`src/rtl/cu_pkg.sv`:
```
// rtl/cu_pkg.sv - state codes, opcodes, ALU and operand-select encodings for control_unit
package cu_pkg;

    typedef logic [3:0] state_t;

    localparam state_t S_RESET    = 4'd0;
    localparam state_t S_FETCH    = 4'd1;
    localparam state_t S_DECODE   = 4'd2;
    localparam state_t S_EXEC_R   = 4'd3;
    localparam state_t S_WB_R     = 4'd4;
    localparam state_t S_MEM_ADDR = 4'd5;
    localparam state_t S_MEM_RD   = 4'd6;
    localparam state_t S_MEM_WB   = 4'd7;
    localparam state_t S_MEM_WR   = 4'd8;
    localparam state_t S_BRANCH   = 4'd9;
    localparam state_t S_JUMP     = 4'd10;
    localparam state_t S_HALT     = 4'd11;

    localparam logic [3:0] OP_LW   = 4'h1;
    localparam logic [3:0] OP_SW   = 4'h2;
    localparam logic [3:0] OP_BEQ  = 4'h3;
    localparam logic [3:0] OP_JMP  = 4'h4;
    localparam logic [3:0] OP_ADD  = 4'h8;
    localparam logic [3:0] OP_AND  = 4'h9;
    localparam logic [3:0] OP_OR   = 4'hA;
    localparam logic [3:0] OP_SUB  = 4'hC;
    localparam logic [3:0] OP_HALT = 4'hF;

    localparam logic [1:0] ALU_ADD = 2'b00;
    localparam logic [1:0] ALU_SUB = 2'b01;
    localparam logic [1:0] ALU_AND = 2'b10;
    localparam logic [1:0] ALU_OR  = 2'b11;

    localparam logic [2:0] SRCB_TWO     = 3'b000;
    localparam logic [2:0] SRCB_B       = 3'b001;
    localparam logic [2:0] SRCB_SEXT4   = 3'b010;
    localparam logic [2:0] SRCB_SEXT4_2 = 3'b011;
    localparam logic [2:0] SRCB_SEXT12  = 3'b100;

    function automatic logic [1:0] r_alu_op(input logic [3:0] opc);
        case (opc)
            OP_SUB:  r_alu_op = ALU_SUB;
            OP_AND:  r_alu_op = ALU_AND;
            OP_OR:   r_alu_op = ALU_OR;
            default: r_alu_op = ALU_ADD;
        endcase
    endfunction

endpackage

```
`src/rtl/control_unit_if.sv`:
```
// rtl/control_unit_if.sv - control strobes and status between control_unit and the datapath
interface control_unit_if;
    logic [15:0] ir;
    logic        alu_zero;
    logic        rst_ir;
    logic        rst_pc;
    logic        rst_alu_out;
    logic        rst_mdr;
    logic [2:0]  rst_ABC;
    logic        pc_wr;
    logic        pc_src;
    logic        memr;
    logic        memw;
    logic        output_cont;
    logic [1:0]  regA;
    logic        regB;
    logic        read3;
    logic        alu_srcA;
    logic [2:0]  alu_srcB;
    logic [1:0]  alu_op;
    logic        eqb;
    logic        reg_dst;
    logic        mem_to_reg;
    logic        reg_wr;
    logic        illegal;
    logic        halted;

    modport master (
        input  ir, alu_zero,
        output rst_ir, rst_pc, rst_alu_out, rst_mdr, rst_ABC, pc_wr, pc_src,
               memr, memw, output_cont, regA, regB, read3, alu_srcA, alu_srcB,
               alu_op, eqb, reg_dst, mem_to_reg, reg_wr, illegal, halted
    );

    modport slave (
        output ir, alu_zero,
        input  rst_ir, rst_pc, rst_alu_out, rst_mdr, rst_ABC, pc_wr, pc_src,
               memr, memw, output_cont, regA, regB, read3, alu_srcA, alu_srcB,
               alu_op, eqb, reg_dst, mem_to_reg, reg_wr, illegal, halted
    );
endinterface

```
`src/rtl/control_unit.sv`:
```
// rtl/control_unit.sv - multicycle control FSM for the 16-bit datapath
// Define CU_HALT_EN to make opcode F enter HALT; otherwise it is treated as illegal.
module control_unit
    import cu_pkg::*;
#(
    parameter int OPC_W = 4
) (
    input  logic            clk,
    input  logic            rst,
    control_unit_if.master  bus
);

    state_t            state, next_state;
    logic [OPC_W-1:0]  opc;
    logic [3:0]        opc4;
    logic              unused_ir;

    assign opc       = bus.ir[15 -: OPC_W];
    assign opc4      = 4'(opc);
    assign unused_ir = ^bus.ir[15-OPC_W:0];

    always_ff @(posedge clk or posedge rst) begin
        if (rst) state <= S_RESET;
        else     state <= next_state;
    end

    always_comb begin
        next_state      = state;
        bus.rst_ir      = 1'b0;
        bus.rst_pc      = 1'b0;
        bus.rst_alu_out = 1'b0;
        bus.rst_mdr     = 1'b0;
        bus.rst_ABC     = 3'b000;
        bus.pc_wr       = 1'b0;
        bus.pc_src      = 1'b0;
        bus.memr        = 1'b0;
        bus.memw        = 1'b0;
        bus.output_cont = 1'b0;
        bus.regA        = 2'b00;
        bus.regB        = 1'b0;
        bus.read3       = 1'b0;
        bus.alu_srcA    = 1'b0;
        bus.alu_srcB    = SRCB_TWO;
        bus.alu_op      = ALU_ADD;
        bus.eqb         = 1'b0;
        bus.reg_dst     = 1'b0;
        bus.mem_to_reg  = 1'b0;
        bus.reg_wr      = 1'b0;
        bus.illegal     = 1'b0;

        case (state)
            S_RESET: begin
                bus.rst_ir      = 1'b1;
                bus.rst_pc      = 1'b1;
                bus.rst_alu_out = 1'b1;
                bus.rst_mdr     = 1'b1;
                bus.rst_ABC     = 3'b111;
                next_state      = S_FETCH;
            end
            S_FETCH: begin
                bus.memr   = 1'b1;
                bus.pc_wr  = 1'b1;
                next_state = S_DECODE;
            end
            S_DECODE: begin
                // Branch target PC+2+offset is precomputed into ALUOut here.
                bus.read3    = 1'b1;
                bus.alu_srcB = SRCB_SEXT4_2;
                case (opc4)
                    OP_ADD, OP_SUB, OP_AND, OP_OR: next_state = S_EXEC_R;
                    OP_LW, OP_SW:                  next_state = S_MEM_ADDR;
                    OP_BEQ:                        next_state = S_BRANCH;
                    OP_JMP:                        next_state = S_JUMP;
`ifdef CU_HALT_EN
                    OP_HALT:                       next_state = S_HALT;
`endif
                    default: begin
                        bus.illegal = 1'b1;
                        next_state  = S_FETCH;
                    end
                endcase
            end
            S_EXEC_R: begin
                bus.alu_srcA = 1'b1;
                bus.alu_srcB = SRCB_B;
                bus.alu_op   = r_alu_op(opc4);
                next_state   = S_WB_R;
            end
            S_WB_R: begin
                bus.reg_wr = 1'b1;
                next_state = S_FETCH;
            end
            S_MEM_ADDR: begin
                bus.alu_srcA = 1'b1;
                bus.alu_srcB = SRCB_SEXT4;
                next_state   = (opc4 == OP_SW) ? S_MEM_WR : S_MEM_RD;
            end
            S_MEM_RD: begin
                bus.memr        = 1'b1;
                bus.output_cont = 1'b1;
                next_state      = S_MEM_WB;
            end
            S_MEM_WB: begin
                bus.mem_to_reg = 1'b1;
                bus.reg_wr     = 1'b1;
                next_state     = S_FETCH;
            end
            S_MEM_WR: begin
                bus.memw        = 1'b1;
                bus.output_cont = 1'b1;
                bus.regB        = 1'b1;
                next_state      = S_FETCH;
            end
            S_BRANCH: begin
                bus.eqb      = 1'b1;
                bus.alu_srcA = 1'b1;
                bus.alu_srcB = SRCB_B;
                bus.alu_op   = ALU_SUB;
                bus.pc_src   = 1'b1;
                bus.pc_wr    = bus.alu_zero;
                next_state   = S_FETCH;
            end
            S_JUMP: begin
                bus.alu_srcB = SRCB_SEXT12;
                bus.pc_wr    = 1'b1;
                next_state   = S_FETCH;
            end
            S_HALT: next_state = S_HALT;
            default: next_state = S_RESET;
        endcase
    end

`ifdef CU_HALT_EN
    assign bus.halted = (state == S_HALT);
`else
    assign bus.halted = 1'b0;
`endif

endmodule

```
`src/flat_wrapper.sv`:
```
// flat-port wrapper written by rule: the top's interface ports become plain ports
module control_unit_flat import cu_pkg::*;
#(
    parameter int OPC_W = 4
)
  (clk, rst, bus_ir, bus_alu_zero, bus_rst_ir, bus_rst_pc, bus_rst_alu_out, bus_rst_mdr, bus_rst_ABC, bus_pc_wr, bus_pc_src, bus_memr, bus_memw, bus_output_cont, bus_regA, bus_regB, bus_read3, bus_alu_srcA, bus_alu_srcB, bus_alu_op, bus_eqb, bus_reg_dst, bus_mem_to_reg, bus_reg_wr, bus_illegal, bus_halted);
  control_unit_if bus_i ();
  input  logic clk;
  input  logic rst;
  input wire logic [$bits(bus_i.ir)-1:0] bus_ir;
  input wire logic [$bits(bus_i.alu_zero)-1:0] bus_alu_zero;
  output wire logic [$bits(bus_i.rst_ir)-1:0] bus_rst_ir;
  output wire logic [$bits(bus_i.rst_pc)-1:0] bus_rst_pc;
  output wire logic [$bits(bus_i.rst_alu_out)-1:0] bus_rst_alu_out;
  output wire logic [$bits(bus_i.rst_mdr)-1:0] bus_rst_mdr;
  output wire logic [$bits(bus_i.rst_ABC)-1:0] bus_rst_ABC;
  output wire logic [$bits(bus_i.pc_wr)-1:0] bus_pc_wr;
  output wire logic [$bits(bus_i.pc_src)-1:0] bus_pc_src;
  output wire logic [$bits(bus_i.memr)-1:0] bus_memr;
  output wire logic [$bits(bus_i.memw)-1:0] bus_memw;
  output wire logic [$bits(bus_i.output_cont)-1:0] bus_output_cont;
  output wire logic [$bits(bus_i.regA)-1:0] bus_regA;
  output wire logic [$bits(bus_i.regB)-1:0] bus_regB;
  output wire logic [$bits(bus_i.read3)-1:0] bus_read3;
  output wire logic [$bits(bus_i.alu_srcA)-1:0] bus_alu_srcA;
  output wire logic [$bits(bus_i.alu_srcB)-1:0] bus_alu_srcB;
  output wire logic [$bits(bus_i.alu_op)-1:0] bus_alu_op;
  output wire logic [$bits(bus_i.eqb)-1:0] bus_eqb;
  output wire logic [$bits(bus_i.reg_dst)-1:0] bus_reg_dst;
  output wire logic [$bits(bus_i.mem_to_reg)-1:0] bus_mem_to_reg;
  output wire logic [$bits(bus_i.reg_wr)-1:0] bus_reg_wr;
  output wire logic [$bits(bus_i.illegal)-1:0] bus_illegal;
  output wire logic [$bits(bus_i.halted)-1:0] bus_halted;
  assign bus_i.ir = bus_ir;
  assign bus_i.alu_zero = bus_alu_zero;
  assign bus_rst_ir = bus_i.rst_ir;
  assign bus_rst_pc = bus_i.rst_pc;
  assign bus_rst_alu_out = bus_i.rst_alu_out;
  assign bus_rst_mdr = bus_i.rst_mdr;
  assign bus_rst_ABC = bus_i.rst_ABC;
  assign bus_pc_wr = bus_i.pc_wr;
  assign bus_pc_src = bus_i.pc_src;
  assign bus_memr = bus_i.memr;
  assign bus_memw = bus_i.memw;
  assign bus_output_cont = bus_i.output_cont;
  assign bus_regA = bus_i.regA;
  assign bus_regB = bus_i.regB;
  assign bus_read3 = bus_i.read3;
  assign bus_alu_srcA = bus_i.alu_srcA;
  assign bus_alu_srcB = bus_i.alu_srcB;
  assign bus_alu_op = bus_i.alu_op;
  assign bus_eqb = bus_i.eqb;
  assign bus_reg_dst = bus_i.reg_dst;
  assign bus_mem_to_reg = bus_i.mem_to_reg;
  assign bus_reg_wr = bus_i.reg_wr;
  assign bus_illegal = bus_i.illegal;
  assign bus_halted = bus_i.halted;
  control_unit #(.OPC_W(OPC_W)) u_core (.clk(clk), .rst(rst), .bus(bus_i));
endmodule
```
`config.mk`:
```
export PLATFORM = sky130hd
export DESIGN_NAME = control_unit_flat
export DESIGN_NICKNAME = d
export VERILOG_FILES = /design/src/rtl/cu_pkg.sv /design/src/rtl/control_unit_if.sv /design/src/rtl/control_unit.sv /design/src/flat_wrapper.sv
export SDC_FILE = /design/constraint.sdc
export NUM_CORES = 1
export LEC_CHECK = 0
export ABC_AREA = 1
export BUFFER_PORTS_ARGS = -buffer_cell sky130_fd_sc_hd__buf_2
export CAP_MARGIN = 5
export CELL_PAD_IN_SITES_DETAIL_PLACEMENT = 2
export CELL_PAD_IN_SITES_GLOBAL_PLACEMENT = 2
export CORE_MARGIN = 2
export CORE_UTILIZATION = 16
export CTS_CLUSTER_SIZE = 8
export DETAILED_ROUTE_END_ITERATION = 8
export PLACE_DENSITY_LB_ADDON = 0.1
export SYNTH_ARGS = -nofsm -noshare
export SYNTH_HDL_FRONTEND = slang
export SYNTH_SLANG_ARGS = --single-unit
```
`constraint.sdc`:
```
create_clock -name clk -period 1.4 [get_ports clk]
set_input_delay 0.14 -clock clk [delete_from_list [all_inputs] [get_ports clk]]
set_output_delay 0.14 -clock clk [all_outputs]
set_load 0.05 [all_outputs]
```
# [Yosys cells after proc, flatten, opt, wreduce, memory -nomap -nowiden]
# Index checks and enable logic that the tools add are counted.
[word_totals] reg_bits=4 latch_bits=0 ram_bits=0 mem_bits_ro=0 input_bits=19 output_inout_bits=28 elab_cells=50 n_memories=0
[op_classes] add_sub_neg=0 mul=0 n_div=0 order_cmp=0 eq_ne=19 shifts=0 muxes=19 bitwise=0 reduce_logical=11
[ops] cell="== test 4 bit, second input constant" n=8
[ops] cell="case mux 4 bit (7 select lines)" n=1
[ops] cell="== test 4 x 3 -> 1 bit, second input constant" n=5
[ops] cell="== test 4 x 2 -> 1 bit, second input constant" n=4
[ops] cell="case mux 4 bit (4 select lines)" n=1
[ops] cell="case mux 3 bit (4 select lines)" n=1
[ops] cell="OR reduction 2 bit" n=6
[ops] cell="2-to-1 mux 1 bit" n=11
[ops] cell="== test 4 x 1 -> 1 bit, second input constant" n=2
[ops] cell="OR reduction 8 bit" n=1
[ops] cell="case mux 2 bit (3 select lines)" n=1
[ops] cell="OR reduction 6 bit" n=1
[ops] cell="zero test 4 bit" n=1
[ops] cell="2-to-1 mux 4 bit" n=1
[ops] cell="case mux 2 bit (2 select lines)" n=1
[ops] cell="OR reduction 4 bit" n=1
[ops] cell="2-to-1 mux 3 bit" n=1
[ops] cell="OR reduction 3 bit" n=1
[ops] cell="case mux 1 bit (2 select lines)" n=1

# [Depth between registers and ports, before layout]
[logic_depth] depth_word=4 depth_mapped=7 depth_no_buf=7

# [Worst setup path after synthesis]
# OpenSTA, ideal clock, no wires.
[synth_path] path_type="register to output" from="reg u_core.state[2]" to="out bus_rst_ABC[0]" arrival_ps=1808 t_required_ps=1260 setup_slack_ps=-548 path_stages_with_launch=5 n_path_buf=1 path_cell_list="dfrtp_1 > inv_1 > nand2_1 > nor2_1 > buf_4"
[synth_between] elab_chain_len=2
[synth_rtl] item="start: declaration" line_no="control_unit.sv:13" text="state_t state, next_state;"
[synth_rtl] item="start signal: assignment" line_no="control_unit.sv:24" text="else state <= next_state;"
[synth_rtl] item="zero test 4 bit" line_no="control_unit.sv:51" text="case (state)"
[synth_rtl] item="2-to-1 mux 3 bit" line_no="control_unit.sv:51"
[synth_rtl] item="end: declaration" line_no="flat_wrapper.sv:16" text="output wire logic [$bits(bus_i.rst_ABC)-1:0] bus_rst_ABC;"
# No other way between the ends.

# [Worst setup path after layout]
[layout_path] from="reg u_core.state[0]" to="out bus_alu_op[0]"
[layout_between] elab_chain_len=2 elab_cells_between_ends=3 cone_classes="eq/ne: 2; mux: 1"
[layout_rtl] item="== test 4 bit / == test 4 x 2 -> 1 bit (equally long branches)" line_no="control_unit.sv:51"
[layout_rtl] item="case mux 2 bit (2 select lines) (*)" line_no="control_unit.sv:51"
[layout_rtl] item="end: declaration" line_no="flat_wrapper.sv:27" text="output wire logic [$bits(bus_i.alu_op)-1:0] bus_alu_op;"
# Mark *: on every way between the ends. The rest lies on a longest branch, timed or not.

==> results.sh <==
export IMPL_outcome="finished, violations left"
export IMPL_violations="setup timing"
export IMPL_layout_commonest_cell="buf_4"
export IMPL_dr_pass1_iters=2
export IMPL_gp_congestion=0.676
export IMPL_switchingPower_mw=1.95
export IMPL_fin_util=0.381
export IMPL_p_clk_frac=0.038
export IMPL_core_um2=3390
export IMPL_layout_nets=173
export IMPL_hpwl_um=1850
export IMPL_critical_path_peak_fanout=4
export IMPL_track_usage=0.120
export IMPL_synthTopCellsByArea="nand2_1 19%, dfrtp_1 17%, buf_4 16%"
export IMPL_p_per_area_nw_per_um2=2730
export IMPL_drt_total_wl_um=2570
export IMPL_start_util=0.170
export IMPL_timing_rr_end="u_core.state[1]$_DFF_PP0_"
export IMPL_clockBufferDepth=2
export IMPL_grt_max_degree=6
export IMPL_clk_pin_slew_ns=0.03
export IMPL_largest_register_ffs=4
export IMPL_detail_route_iter0_violations=4
export IMPL_end_kind="output pin"
export IMPL_nFillCells=385
export IMPL_ir_worst_vdd_mv=0.522
export IMPL_finClkSkew_ns=0.00167
export IMPL_period_minus_slack_ns=1.57
export IMPL_pwr_share_comb=0.896
export IMPL_antenna_left=0
export IMPL_period_share=1.12
export IMPL_worstPathRequired_ns=1.26
export IMPL_hold_violations=0
export IMPL_dieWidth_um=64.0
export IMPL_wl_per_cell_um=13.0
export IMPL_synthXorXnorAreaFrac=0
export IMPL_syn2layout_area_growth_pct=124
export IMPL_antenna_cells=0
export IMPL_grt_pass1_wl_um=3820
export IMPL_r2r_slack_ns=0.04
export IMPL_htree_levels=1
export IMPL_top_regs="u_core.state (4)"
export IMPL_rsz0062_at_grt="yes"
export IMPL_ys_seq_area_frac=0.174
export IMPL_final_max_slew_violation_count=0
export IMPL_setup_viol=23
export IMPL_place_ws_ns=-0.0648
export IMPL_multi_input_area_um2=472
export IMPL_muxShareOfSynthArea=0
export IMPL_r2r_start="u_core.state[0]$_DFF_PP0_"
export IMPL_root_buffer="clkbuf_4"
export IMPL_max_freq_ghz=0.637
export IMPL_cts_tree="built"
export IMPL_die_y_um=64.0
export IMPL_regMostFlops="u_core.state"
export IMPL_synth_compound_area_frac=0.0391
export IMPL_ys_warn_count=0
export IMPL_vias=784
export IMPL_syn_avg_cell_area_um2=5.59
export IMPL_cp_start_kind="register"
export IMPL_yosys_area_top_type="nand2_1"
export IMPL_antenna_found_initial=0
export IMPL_synthAdderAreaFrac=0
export IMPL_synth_seq_cells=4
export IMPL_syn_instance_count=103
export IMPL_ff2ff_path_depth=9
export IMPL_cts_buffers=3
export IMPL_crit_type="reg -> out"
export IMPL_seqCellArea_um2=101
export IMPL_drive_gt1_frac=0.645
export IMPL_grt_ovfl_total=0
export IMPL_p_leak_nw=0.670
export IMPL_power_frac_seq=0.066
export IMPL_synth_top_area_frac=0.189
export IMPL_hold_path_class="in -> reg"
export IMPL_pin_count=47
export IMPL_drc_errors=0
export IMPL_hold_path_end="u_core.state[2]$_DFF_PP0_"
export IMPL_row_count=21
export IMPL_synth_top_family_by_area="simple AND/OR/NAND/NOR gates"
export IMPL_internal_power_mw=1.56
export IMPL_swShare=0.556
export IMPL_io_buffers=30
export IMPL_holdPathStages=4
export IMPL_yosys_area_share_simple=0.507
export IMPL_cp_arrival_ns=1.43
export IMPL_worstHoldStart="bus_ir[15]"
export IMPL_cts_sinks=4
export IMPL_maxCapViolations=0
export IMPL_avgViaCountPerCell=3.96
export IMPL_synthesis_area_um2=576
export IMPL_setup_slack_ns=-0.171
export IMPL_finalPower_mw=3.52
export IMPL_clkLatencyLatePin_ns=0.22
export IMPL_dieArea_um2=4090
export IMPL_final_cell_mix="19 x buf_4, 18 x nand2_1, 16 x buf_8"
export IMPL_yosysUniqueCellTypes=14
export IMPL_grt_pass1_vias=808
==> critical path, cell delays in order, from the launching register on <==
cell	delay (ns)
dfrtp_1	0.41
inv_2	0.08
nor2_4	0.10
inv_2	0.07
nor2_4	0.19
nor2_2	0.08
nor2_4	0.13
buf_8	0.15
==> what timing repair did <==
action,4_1_cts,5_1_grt
resized for setup,66,28
setup buffers,7,6
hold buffers,1,0
endpoints found under the setup margin,24,25
hold endpoints to repair,4,0
pin swaps,8,10
==> per-layer routing <==
metal	routed length, um	vias up	global-route usage	part of all wire
li1	-	390	-	-
met1	950	374	0.126	0.37
met2	1520	20	0.246	0.59
met3	94	0	0.0158	0.037
met4	0	0	0.0245	0
met5	0	-	0	0
==> area by class of cell <==
class                           instances  share of cell area
Inverter                               18              0.0524
Timing Repair Buffer                   55               0.441
Sequential cell                         4              0.0786
Clock buffer                            3              0.0175
Tap cell                               46              0.0446
Multi-Input combinational cell         72               0.366
==> power groups by stage <==
stage          clock network [mW]  logic [mW]  registers, mW
4_1_cts                     0.146        2.84          0.229
6_report                    0.133        3.15          0.233
5_1_grt                     0.148        3.31          0.240
3_5_place_dp                    0        2.13          0.218
2_1_floorplan                   0        1.71          0.208
3_3_place_gp                    0        2.09          0.214
==> worst max-delay path by stage <==
stage                              startpoint            end  slack, ns  cells after the start
global route        u_core.state[0]$_DFF_PP0_  bus_alu_op[0]      -0.27                      7
finish              u_core.state[0]$_DFF_PP0_  bus_alu_op[0]      -0.17                      7
global placement    u_core.state[1]$_DFF_PP0_      bus_pc_wr      0.004                      6
detailed placement  u_core.state[3]$_DFF_PP0_      bus_pc_wr      -0.06                      7
floorplan           u_core.state[1]$_DFF_PP0_       bus_regB      -0.13                      4
CTS                 u_core.state[3]$_DFF_PP0_  bus_alu_op[0]      -0.18                      7
==> cells by family after synthesis <==
family	Yosys count
simple gates	64
buf+inv	30
compound gates	4
flops	4
other cells	1
==> cells in the mapped netlist (all sizes together) <==
cell type	n
o211ai	1
nor2	24
nand2	29
nand3	11
buf	12
inv	18
dfrtp	4
o21ai	2
a21oi	1
conb	1
==> stage by stage <==
stage	instances	hold slack (ns)	TNS (ns)	area, um2
5_1_grt	198	0.340	-4.37	1290
4_1_cts	193	0.286	-2.49	1160
3_3_place_gp	182	0.0212	0	873
3_5_place_dp	182	0.0232	-0.0994	873
2_1_floorplan	106	-0.0939	-0.667	666
6_report	198	0.278	-2.56	1290
(Power assumes the default switching activity.)
